### config.mk
export PLATFORM = sky130hd
export DESIGN_NAME = add_sub_serial
export DESIGN_NICKNAME = d
export VERILOG_FILES = /design/src/rtl/add_sub_serial.sv
export SDC_FILE = /design/constraint.sdc
export NUM_CORES = 1
export LEC_CHECK = 0
export CAP_MARGIN = 25
export CORE_MARGIN = 4
export CORE_UTILIZATION = 53
export CTS_BUF_LIST = sky130_fd_sc_hd__clkbuf_8
export DETAILED_ROUTE_END_ITERATION = 8
export PLACE_DENSITY = 0.8
export SYNTH_ARGS = -nofsm -noshare
export SYNTH_HDL_FRONTEND = slang
export SYNTH_SLANG_ARGS = --single-unit
### constraint.sdc
create_clock -name clk -period 7.36 [get_ports clk]
set_clock_uncertainty 0.15 [all_clocks]
set_input_delay 2.208 -clock clk [delete_from_list [all_inputs] [get_ports clk]]
set_output_delay 2.208 -clock clk [all_outputs]
set_load 0.005 [all_outputs]
### src/rtl/add_sub_serial.sv
// add_sub_serial: multi-cycle adder/subtractor for the Y86 ALU path.
// Operands are processed CHUNK bits per cycle, LSB chunk first, through a
// ripple chain of CHUNK full-adder slices. The carry between chunks lives in
// carry_q. The block produces a WIDTH-bit result and the ZF/SF/OF flags.
//
// Handshake contract (both sides): a transfer happens on a rising clk edge
// where valid and ready are both high. The input side is ready only in IDLE.
// The output side holds out_valid, result and flags stable in DONE until
// out_ready is seen. Operands are captured at the accepting edge, so later
// changes on a/b/sub do not affect the operation in flight.
module add_sub_serial #(
  parameter int WIDTH = 64,
  parameter int CHUNK = 8
) (
  input  logic             clk,
  input  logic             rst_n,
  input  logic             in_valid,
  output logic             in_ready,
  input  logic [WIDTH-1:0] a,
  input  logic [WIDTH-1:0] b,
  input  logic             sub,
  output logic             out_valid,
  input  logic             out_ready,
  output logic [WIDTH-1:0] result,
  output logic             zf,
  output logic             sf,
  output logic             of,
  output logic [1:0]       dbg_state_o
);

  localparam int NCHUNK = WIDTH / CHUNK;
  localparam int CNT_W  = (NCHUNK > 1) ? $clog2(NCHUNK) : 1;
  localparam int LAST   = NCHUNK - 1;

  typedef enum logic [1:0] {
    S_IDLE = 2'd0,
    S_RUN  = 2'd1,
    S_DONE = 2'd2
  } state_e;

  state_e             state_q;
  logic [WIDTH-1:0]   a_q;
  logic [WIDTH-1:0]   b_q;        // already inverted when subtracting
  logic               carry_q;
  logic [CNT_W-1:0]   cnt_q;
  logic [WIDTH-1:0]   result_q;
  logic               zf_q;
  logic               sf_q;
  logic               of_q;
  logic               in_ready_q;
  logic               out_valid_q;

  logic [CHUNK-1:0]   a_chunk;
  logic [CHUNK-1:0]   b_chunk;
  logic [CHUNK-1:0]   sum_chunk;
  logic [CHUNK:0]     c;          // c[i] is the carry into slice i
  logic [WIDTH-1:0]   result_d;
  logic               carry_d;
  logic               last_chunk;

  // Select the operand chunk addressed by the chunk counter.
  always_comb begin
    a_chunk = '0;
    b_chunk = '0;
    for (int k = 0; k < NCHUNK; k++) begin
      if (cnt_q == CNT_W'(k)) begin
        a_chunk = a_q[k*CHUNK +: CHUNK];
        b_chunk = b_q[k*CHUNK +: CHUNK];
      end
    end
  end

  // Ripple chain of CHUNK full-adder slices seeded by the held carry.
  always_comb begin
    c[0]      = carry_q;
    sum_chunk = '0;
    for (int i = 0; i < CHUNK; i++) begin
      sum_chunk[i] = a_chunk[i] ^ b_chunk[i] ^ c[i];
      c[i+1]       = (a_chunk[i] & b_chunk[i]) |
                     (a_chunk[i] & c[i])       |
                     (b_chunk[i] & c[i]);
    end
  end

  // Merge the freshly computed chunk into the result word.
  always_comb begin
    result_d = result_q;
    for (int k = 0; k < NCHUNK; k++) begin
      if (cnt_q == CNT_W'(k)) begin
        result_d[k*CHUNK +: CHUNK] = sum_chunk;
      end
    end
  end

  assign carry_d    = c[CHUNK];
  assign last_chunk = (cnt_q == CNT_W'(LAST));

  // Control FSM plus datapath registers; all outputs come straight from flops.
  always_ff @(posedge clk or negedge rst_n) begin
    if (!rst_n) begin
      state_q     <= S_IDLE;
      a_q         <= '0;
      b_q         <= '0;
      carry_q     <= 1'b0;
      cnt_q       <= '0;
      result_q    <= '0;
      zf_q        <= 1'b0;
      sf_q        <= 1'b0;
      of_q        <= 1'b0;
      in_ready_q  <= 1'b1;
      out_valid_q <= 1'b0;
    end else begin
      case (state_q)
        S_IDLE: begin
          if (in_valid) begin
            a_q        <= a;
            b_q        <= b ^ {WIDTH{sub}};
            carry_q    <= sub;            // the +1 of A + ~B + 1
            cnt_q      <= '0;
            in_ready_q <= 1'b0;
            state_q    <= S_RUN;
          end
        end

        S_RUN: begin
          result_q <= result_d;
          carry_q  <= carry_d;
          if (last_chunk) begin
            // Slice CHUNK-1 of the last chunk is bit WIDTH-1 of the word.
            of_q        <= c[CHUNK-1] ^ c[CHUNK];
            zf_q        <= (result_d == '0);
            sf_q        <= result_d[WIDTH-1];
            out_valid_q <= 1'b1;
            state_q     <= S_DONE;
          end else begin
            cnt_q <= cnt_q + CNT_W'(1);
          end
        end

        S_DONE: begin
          if (out_ready) begin
            out_valid_q <= 1'b0;
            in_ready_q  <= 1'b1;
            state_q     <= S_IDLE;
          end
        end

        default: begin
          out_valid_q <= 1'b0;
          in_ready_q  <= 1'b1;
          state_q     <= S_IDLE;
        end
      endcase
    end
  end

  assign in_ready    = in_ready_q;
  assign out_valid   = out_valid_q;
  assign result      = result_q;
  assign zf          = zf_q;
  assign sf          = sf_q;
  assign of          = of_q;
  assign dbg_state_o = state_q;

endmodule

### After elaboration in Yosys (flattened, before gate mapping)

Cells that the tools add are included.

* add/subtract/negate cells: 1
* equal/unequal tests: 13
* muxes and demuxes: 39
* bitwise operators: 60
* reduce and logical (&&, ||, !) cells: 11

Operator list (count)
* 8-bit two-way mux: 24
* 64-bit zero test: 1
* 64-bit XOR: 1
* 1-bit AND: 24
* 1-bit XOR: 17
* 1-bit OR: 16
* 3-bit == test, second input constant: 4
* 3-bit AND reduction: 4
* 2-bit != test, second input constant: 4
* 3-bit by 2-bit == test with 1-bit output, second input constant: 2
* 2-bit two-way mux: 3
* 3-bit two-way mux: 2
* 1-bit one-hot mux with 3 select lines: 2
* 2-bit one-hot mux with 3 select lines: 1
* 3-bit one-hot mux with 2 select lines: 1
* 2-bit AND reduction: 3
* 1-bit two-way mux: 5
* 3-bit by 1-bit adder with 3-bit output, second input constant: 1
* 3-bit by 1-bit == test with 1-bit output, second input constant: 1
* 3-bit zero test: 1
* 2-bit by 1-bit == test with 1-bit output, second input constant: 1
* 2-bit == test, second input constant: 1
* 2-bit zero test: 1
* 1-bit NOT: 2
* 2 further kinds: 2

* bits in registers: 203
* input bits: 133
* output and inout bits: 71
* word-level logic and storage cells: 135

### Logic depth before layout (Yosys ltp)

Gate-level depths: netlist (run 1).

* depth after elaboration: 34
* depth in mapped cells: 25
* depth with buffers taken out: 22

### Worst setup path before layout (run 1)

OpenSTA, ideal clock, no wires.

* path type: register -> register
* start: reg cnt_q[2]
* end: reg zf_q (netlist: zf)
* library setup time: 0.095 ns
* arrival: 6.066 ns
* required time: 7.115 ns
* slack: 1.048 ns
* stages on the path, launching flop included: 24
* buffers on the path: 2
* clock period less this slack: 6.312 ns
* cell sequence: dfrtp_1 buf_2 inv_1 ha_1 clkbuf_1 inv_1 o221ai_1 a21oi_1 o22ai_1 fa_1 inv_1 fa_1 fa_1 fa_1 fa_1 fa_1 fa_1 inv_1 fa_1 nor4b_1 nand4_1 a21oi_1 or4b_1 o31ai_1

* word-level cells in the longest chain between the ends: 33
* elaborated cells on any way between the ends: 85
* classes of those cells: 7 x eq/ne; 24 x mux; 51 x bitwise; 3 x reduce/logical

Ends and longest elaborated chain
* start, declared: RTL line 45 `logic [CNT_W-1:0] cnt_q;`
* start signal, assigned: RTL line 136 `cnt_q <= cnt_q + CNT_W'(1);`
* 3-bit zero test: RTL line 66, 89
* 8-bit two-way mux (8 in series): RTL line 66 `if (cnt_q == CNT_W'(k)) begin`
* 1-bit AND, on equally long branches: RTL line 79, 80
* 1-bit OR: RTL line 79 `c[i+1] = (a_chunk[i] & b_chunk[i]) |`
* 1-bit OR: RTL line 80 `(a_chunk[i] & c[i]) |`
* 1-bit AND: RTL line 80
* 1-bit OR: RTL line 79
* 1-bit OR: RTL line 80
* (+10 left out)
* 1-bit OR: RTL line 79
* 1-bit OR: RTL line 80
* 1-bit AND: RTL line 80
* 1-bit OR: RTL line 79
* 1-bit OR: RTL line 80
* 1-bit XOR: RTL line 78 `sum_chunk[i] = a_chunk[i] ^ b_chunk[i] ^ c[i];`
* 8-bit two-way mux: RTL line 89 `if (cnt_q == CNT_W'(k)) begin`
* 64-bit zero test: RTL line 131 `zf_q <= (result_d == '0);`
* end signal, assigned: RTL line 131
* end, declared: RTL line 47 `logic zf_q;`

Several ways; a longest one is shown, not always the timed one.
A chain may end at the register's enable or synchronous reset.

### Worst setup path after layout (run 1)

* start: reg cnt_q[0]
* end: reg zf_q (netlist: zf)

Same word-level chain as after synthesis.

==> results.json, run 1 <==
{
  "dieArea_mm2": 0.0210,
  "end_kind": "register",
  "via_count": 7924,
  "nets": 1286,
  "clk_latency_ns": 0.51,
  "io_buffers": 203,
  "rsz0062_at_grt": "no",
  "syn-num-nets": 1099,
  "power_density_mw_per_mm2": 551,
  "grt_usage_pct": 25.5,
  "cap_violations": 0,
  "ys_types": 52,
  "hold_path.class": "register to register",
  "synth-edff-count": 0,
  "yosysSeqAreaShare_pct": 51.1,
  "place_inst": 1332,
  "die_w_um": 145,
  "fp-row-count": 49,
  "antenna_left": 0,
  "p_leak_nw": 5.20,
  "n_fill_cell": 1348,
  "tightest_slew_ns": 0.989,
  "wl_per_cell_um": 19.4,
  "via_per_inst": 5.69,
  "drive_gt1_share_pct": 16.4,
  "hpwlAfterDp_mm": 19.5,
  "cts_root_buf": "clkbuf_8",
  "async_flop_share_pct": 100,
  "grt_pass1_wl_mm": 43.6,
  "ctsResizeCount": 0,
  "fin_crit_ns": 6.68,
  "yosysWarnings": 0,
  "clock_sinks": 203,
  "finalSetupViolations": 0,
  "drt-initial-drc-count": 754,
  "antenna_found_initial": 0,
  "synth_area_mm2": 0.00994,
  "place_congestion": 0.926,
  "htree_levels": 2,
  "final_common_cell": "dfrtp_1",
  "syn_inst": 952,
  "worstPathArrival_ns": 6.94,
  "mostFrequentLayoutCells": "202 x dfrtp_1, 201 x clkdlybuf4s50_1, 112 x mux2_2",
  "drv_slew": 0,
  "area_growth_pct": 29.0,
  "ys_ff_latch": 203,
  "postCtsHoldBufs": 0,
  "cp_max_fo": 38,
  "grt_pass1_vias": 8214,
  "grt_max_degree": 196,
  "cts_tree": "done",
  "fmax_mhz": 150,
  "final-instance-count-excl-fill": 1392,
  "synth_area_per_cell_um2": 10.4,
  "drc": 0,
  "antenna_cells": 0,
  "post_cts_buffers": 0,
  "cp.required_ns": 7.61,
  "cts.clk_slew.worst_paths_ns": 0.06,
  "io_pins": 204,
  "period_share_pct": 90.8,
  "core_area_mm2": 0.0182,
  "die_h_um": 145,
  "grt-ovfl-total": 0,
  "cp-start-kind": "register",
  "ir_drop_mv": 0.709,
  "fin_tns_setup_ns": 0,
  "status": "complete, no violations",
  "slew-limit-headroom_pct": 34.1,
  "hold_viol": 0,
  "routed_wl_mm": 27.0,
  "initial_core_util_pct": 54.6,
  "clk_path_buf_depth": 3,
  "synthFlopType": "dfrtp_1",
  "cts_made_buffers": 34,
  "path_class": "register to register",
  "drtPass1Iterations": 5
}
## state kept, by name (all words and copies together) (netlist names)
signal       count
result          64
a_q             64
of               1
dbg_state_o      2
sf               1
zf               1
b_q             64
out_valid        1
cnt_q            3
in_ready         1
carry_q          1
## area by class of cell
cell class / instances / area [um2] / area share [%]
sequential: 203 / 5080 / 39.6
tap: 229 / 287 / 2.23
multi-input combinational: 668 / 4540 / 35.4
clock inverter: 15 / 70.1 / 0.546
timing repair buffer: 219 / 2180 / 17.0
inverter: 13 / 48.8 / 0.381
clock buffer: 45 / 619 / 4.83
## routing by layer
layer / vias to the layer above / routed length (um) / track usage, %
met3: 62 / 1760 / 4.46
met4: 0 / 750 / 10.0
met5: - / 0 / 0
li1: 3674 / - / -
met1: 3853 / 11500 / 34.3
met2: 335 / 13100 / 41.7
## cell usage after synthesis, drive strengths merged, types with 2 or more instances
master   number  area, um2
clkbuf       44        165
o211ai       14        105
nand4         3       18.8
nand3         3       15.0
a21o         14        105
mux2        112       1260
o22ai         3       18.8
a211oi        5       37.5
nor4b         2       17.5
o21ai        67        335
inv          13       48.8
buf          24        111
a22oi         3       22.5
ha            6       75.1
nor3          6       35.0
a31oi        13       81.3
or3          13       81.3
and2          4       25.0
o221ai        3       26.3
nor4          8       50.1
nor3b         2       15.0
dfrtp       202       5050
nor2         90        338
a21oi        99        499
xnor2        64        561
nand2        82        308
fa            8        160
a2bb2oi       2       17.5
or4           2       18.8
nand3b        3       22.5
nand2b       18        113
a211o         2       17.5
mux2i         3       30.0
## through the flow
step / power (mW) / hold WS (ns) / cell area [um2] / utilization, % / setup slack, ns
3_3_place_gp: 5.93 / 0.316 / 12100 / 66.6 / 0.778
5_1_grt: 7.52 / 0.368 / 12800 / 70.4 / 0.217
2_1_floorplan: 4.41 / 0.322 / 9940 / - / 1.05
3_5_place_dp: 6.01 / 0.321 / 12100 / 66.6 / 0.522
4_1_cts: 7.04 / 0.332 / 12800 / 70.4 / 0.520
6_report: 7.06 / 0.331 / 12800 / 70.4 / 0.677
## logic make-up (layout without fill, tap and decap cells)
logic type	Yosys count	after routing	share of synthesized area (%)
and+or+nand+nor	242	242	11.2
AOI/OAI and AO/OA	232	232	13.3
DFF	203	203	51.1
muxes	115	115	13.0
buffers and inverters	81	292	3.27
xor gates and xnor gates	65	65	5.73
adders and majority gates	14	14	2.37
## critical path, stage by stage, from the launching register on
cell	delay [ns]
dfrtp_1	0.42
inv_1	0.10
ha_1	0.18
buf_4	0.36
nand2_1	0.09
buf_4	0.21
o21ai_0	0.09
a21oi_1	0.06
o22ai_1	0.19
fa_1	0.20
inv_1	0.05
fa_1	0.45
fa_1	0.46
fa_1	0.46
fa_1	0.46
fa_1	0.48
fa_1	0.48
inv_1	0.10
fa_1	0.16
buf_4	0.20
nor4b_1	0.26
nand4_1	0.13
a21oi_1	0.16
or4b_1	0.45
o31ai_1	0.24
## power breakdown
group	internal, mW	switching, mW	total (mW)
Sequential	1.68	0.410	2.09
Clock	0.548	0.444	0.993
Combinational	1.68	2.29	3.98
## final timing paths
kind                           from  endpoint  slack [ns]  cells after the start
hold reg to reg                  of        of        0.33                      2
min in group asynchronous     rst_n    a_q[5]        1.60                      1
setup / recovery           cnt_q[0]        zf        0.68                     24
max in group asynchronous     rst_n   a_q[42]        4.42                      2
setup reg to reg           cnt_q[0]        zf        0.68                     24
hold / removal                   of        of        0.33                      2
(Power assumes the default switching activity.)
==> run 2: changes to the inputs <==
--- a/config.mk
+++ b/config.mk
@@ -5,6 +5,7 @@
 export SDC_FILE = /design/constraint.sdc
 export NUM_CORES = 1
 export LEC_CHECK = 0
+export ABC_CLOCK_PERIOD_IN_PS = 7360
 export CAP_MARGIN = 25
 export CORE_MARGIN = 4
 export CORE_UTILIZATION = 53
==> constraint.sdc (replaced) <==
create_clock -name clk -period 7.36 [get_ports clk]
set_clock_uncertainty 0.15 [all_clocks]
set_input_delay 1.104 -clock clk [delete_from_list [all_inputs] [get_ports clk]]
set_output_delay 1.104 -clock clk [all_outputs]
set_load 0.005 [all_outputs]
==> run 2 against run 1 <==
Compared with the run above: total power grew 0.29%; utilization is essentially flat; via count grew 0.23%; clock power is essentially flat; sequential share of layout area is essentially flat; non-clock buffer count grew 1; critical endpoint unchanged; largest cell class unchanged; highest routed layer unchanged.
==> results.json, run 2 (same netlist as run 1, synthesis figures left out) <==
{
  "status": "complete, no violations",
  "ir_drop_mv": 0.678,
  "drc": 0,
  "clk_path_buf_depth": 3,
  "clock_sinks": 203,
  "drtPass1Iterations": 5,
  "grt_pass1_wl_mm": 43.1,
  "initial_core_util_pct": 54.6,
  "place_congestion": 0.928,
  "cts_root_buf": "clkbuf_8",
  "p_leak_nw": 5.20,
  "crit_family": "adder cells",
  "crit_path_cell_trace": "inv_1 -> ha_1 -> nand2_1 -> o221ai_1 -> a21oi_1 -> o22ai_1 -> fa_1 -> inv_1 -> fa_1 -> fa_1 -> fa_1 -> fa_1 -> fa_1 -> fa_1 -> inv_1 -> fa_1 -> buf_4 -> nor4b_1 -> nand4_1 -> a21oi_1 -> or4b_1 -> o31ai_1",
  "place_area_mm2": 0.0121,
  "cp.required_ns": 7.63,
  "clkPwrFrac_pct": 14.2,
  "p_sw_share_pct": 44.4,
  "cts_made_buffers": 34,
  "dieArea_mm2": 0.0210,
  "n_fill_cell": 1366,
  "cap_violations": 0,
  "die_h_um": 145,
  "grt_usage_pct": 25.3,
  "crit_cells": 22,
  "post_cts_buffers": 0,
  "end_kind": "register",
  "fin_crit_ns": 6.85,
  "cts.clk_slew.worst_paths_ns": 0.06,
  "p_int_mw": 3.94,
  "grt-ovfl-total": 0,
  "hpwlAfterDp_mm": 19.3,
  "final_common_cell": "dfrtp_1",
  "fin_tns_setup_ns": 0,
  "power_density_mw_per_mm2": 552,
  "grt_max_degree": 196,
  "via_count": 7942,
  "seqCellArea_mm2": 0.00508,
  "post-place-ws_ns": 0.566,
  "multi_input_area_mm2": 0.00454,
  "path_buf_inv": 4,
  "io_pins": 204,
  "hold_viol": 0,
  "power_frac_seq_pct": 29.6,
  "path_class": "register to register",
  "drive_gt1_share_pct": 15.8,
  "core_area_mm2": 0.0182,
  "antenna_cells": 0,
  "tightest_slew_ns": 0.977,
  "io_buffers": 203,
  "slew-limit-headroom_pct": 34.8,
  "reg2reg_depth": 22,
  "grt_pass1_vias": 8228,
  "fmax_mhz": 146,
  "timing.final.ws_setup_ns": 0.510,
  "htree_levels": 2,
  "nets": 1287,
  "drv_slew": 0,
  "antenna_found_initial": 0,
  "critPathMaxStageDelay_ns": 0.48,
  "area_growth_pct": 29.0,
  "ctsResizeCount": 0,
  "design_area_mm2": 0.0128,
  "hold_path.class": "primary input to asynchronous set/reset pin",
  "p_switching_mw": 3.14,
  "power_frac_comb_pct": 56.2,
  "postCtsHoldBufs": 0,
  "mostFrequentLayoutCells": "202 x dfrtp_1, 201 x clkdlybuf4s50_1, 112 x mux2_2",
  "clk_latency_ns": 0.51,
  "routed_wl_mm": 27.0,
  "rsz0062_at_grt": "no",
  "cts_tree": "done",
  "cp_slowest_cell": "ha_1",
  "period_share_pct": 93.1,
  "cp-start-kind": "register",
  "via_per_inst": 5.72,
  "antenna_left": 0,
  "finalSetupViolations": 0,
  "drt-initial-drc-count": 766,
  "fp-row-count": 49,
  "worstPathArrival_ns": 7.12,
  "crit_path_frequent_cell": "fa_1",
  "die_w_um": 145,
  "cp_max_fo": 16,
  "wl_per_cell_um": 19.4
}
run 2: cell types whose count changed in the layout (fill, tap and decap cells not counted), sizes merged:
| cell | delta |
|---|---|
| buf | +1 |
| clkinv | -6 |
| clkbuf | -4 |
| bufinv | +2 |
| inv | +3 |
run 2: stage by stage:
stage                     util, %  total power [mW]  cells  hold slack, ns
after global routing         70.4              7.53   1388           0.312
after detailed placement     66.5              6.01   1332           0.327
after global placement       66.5              5.92   1332           0.313
after CTS                    70.3              7.05   1387           0.340
final                        70.4              7.08   1388           0.322
after floorplan                 -              4.41    952           0.322
run 2: final cells by class:
| type | instances | area share [%] |
|---|---|---|
| clock buffers | 41 | 4.40 |
| clock inverters | 14 | 0.869 |
| inverters | 13 | 0.381 |
| multi-input cells | 668 | 35.4 |
| flip-flops and latches | 203 | 39.6 |
| well taps | 229 | 2.23 |
| repair buffers | 220 | 17.1 |
run 2: path summary, 6_finish.rpt:
check	from	to	slack, ns
min in group clk	of	of	0.33
max reg2reg	cnt_q[0]	zf	0.51
max in group asynchronous	rst_n	a_q[54]	5.55
min reg2reg	of	of	0.33
min	rst_n	result[7]	0.32
max	cnt_q[0]	zf	0.51
run 2: power by group through the flow:
stage | clock (mW) | combinational (mW) | sequential [mW]
floorplan | 0 | 2.44 | 1.96
global placement | 0 | 3.83 | 2.09
detailed placement | 0 | 3.91 | 2.10
CTS | 1.02 | 3.93 | 2.09
global route | 1.07 | 4.30 | 2.15
finish | 1.01 | 3.98 | 2.09
run 2: routing by layer:
| metal | routed length (um) | up-vias | GRT usage [%] | part of all wire [%] |
|---|---|---|---|---|
| li1 | - | 3685 | - | - |
| met1 | 11000 | 3835 | 33.1 | 41 |
| met2 | 13200 | 352 | 42.1 | 49 |
| met3 | 1890 | 70 | 4.99 | 7.0 |
| met4 | 852 | 0 | 9.41 | 3.2 |
| met5 | 0 | - | 0 | 0 |
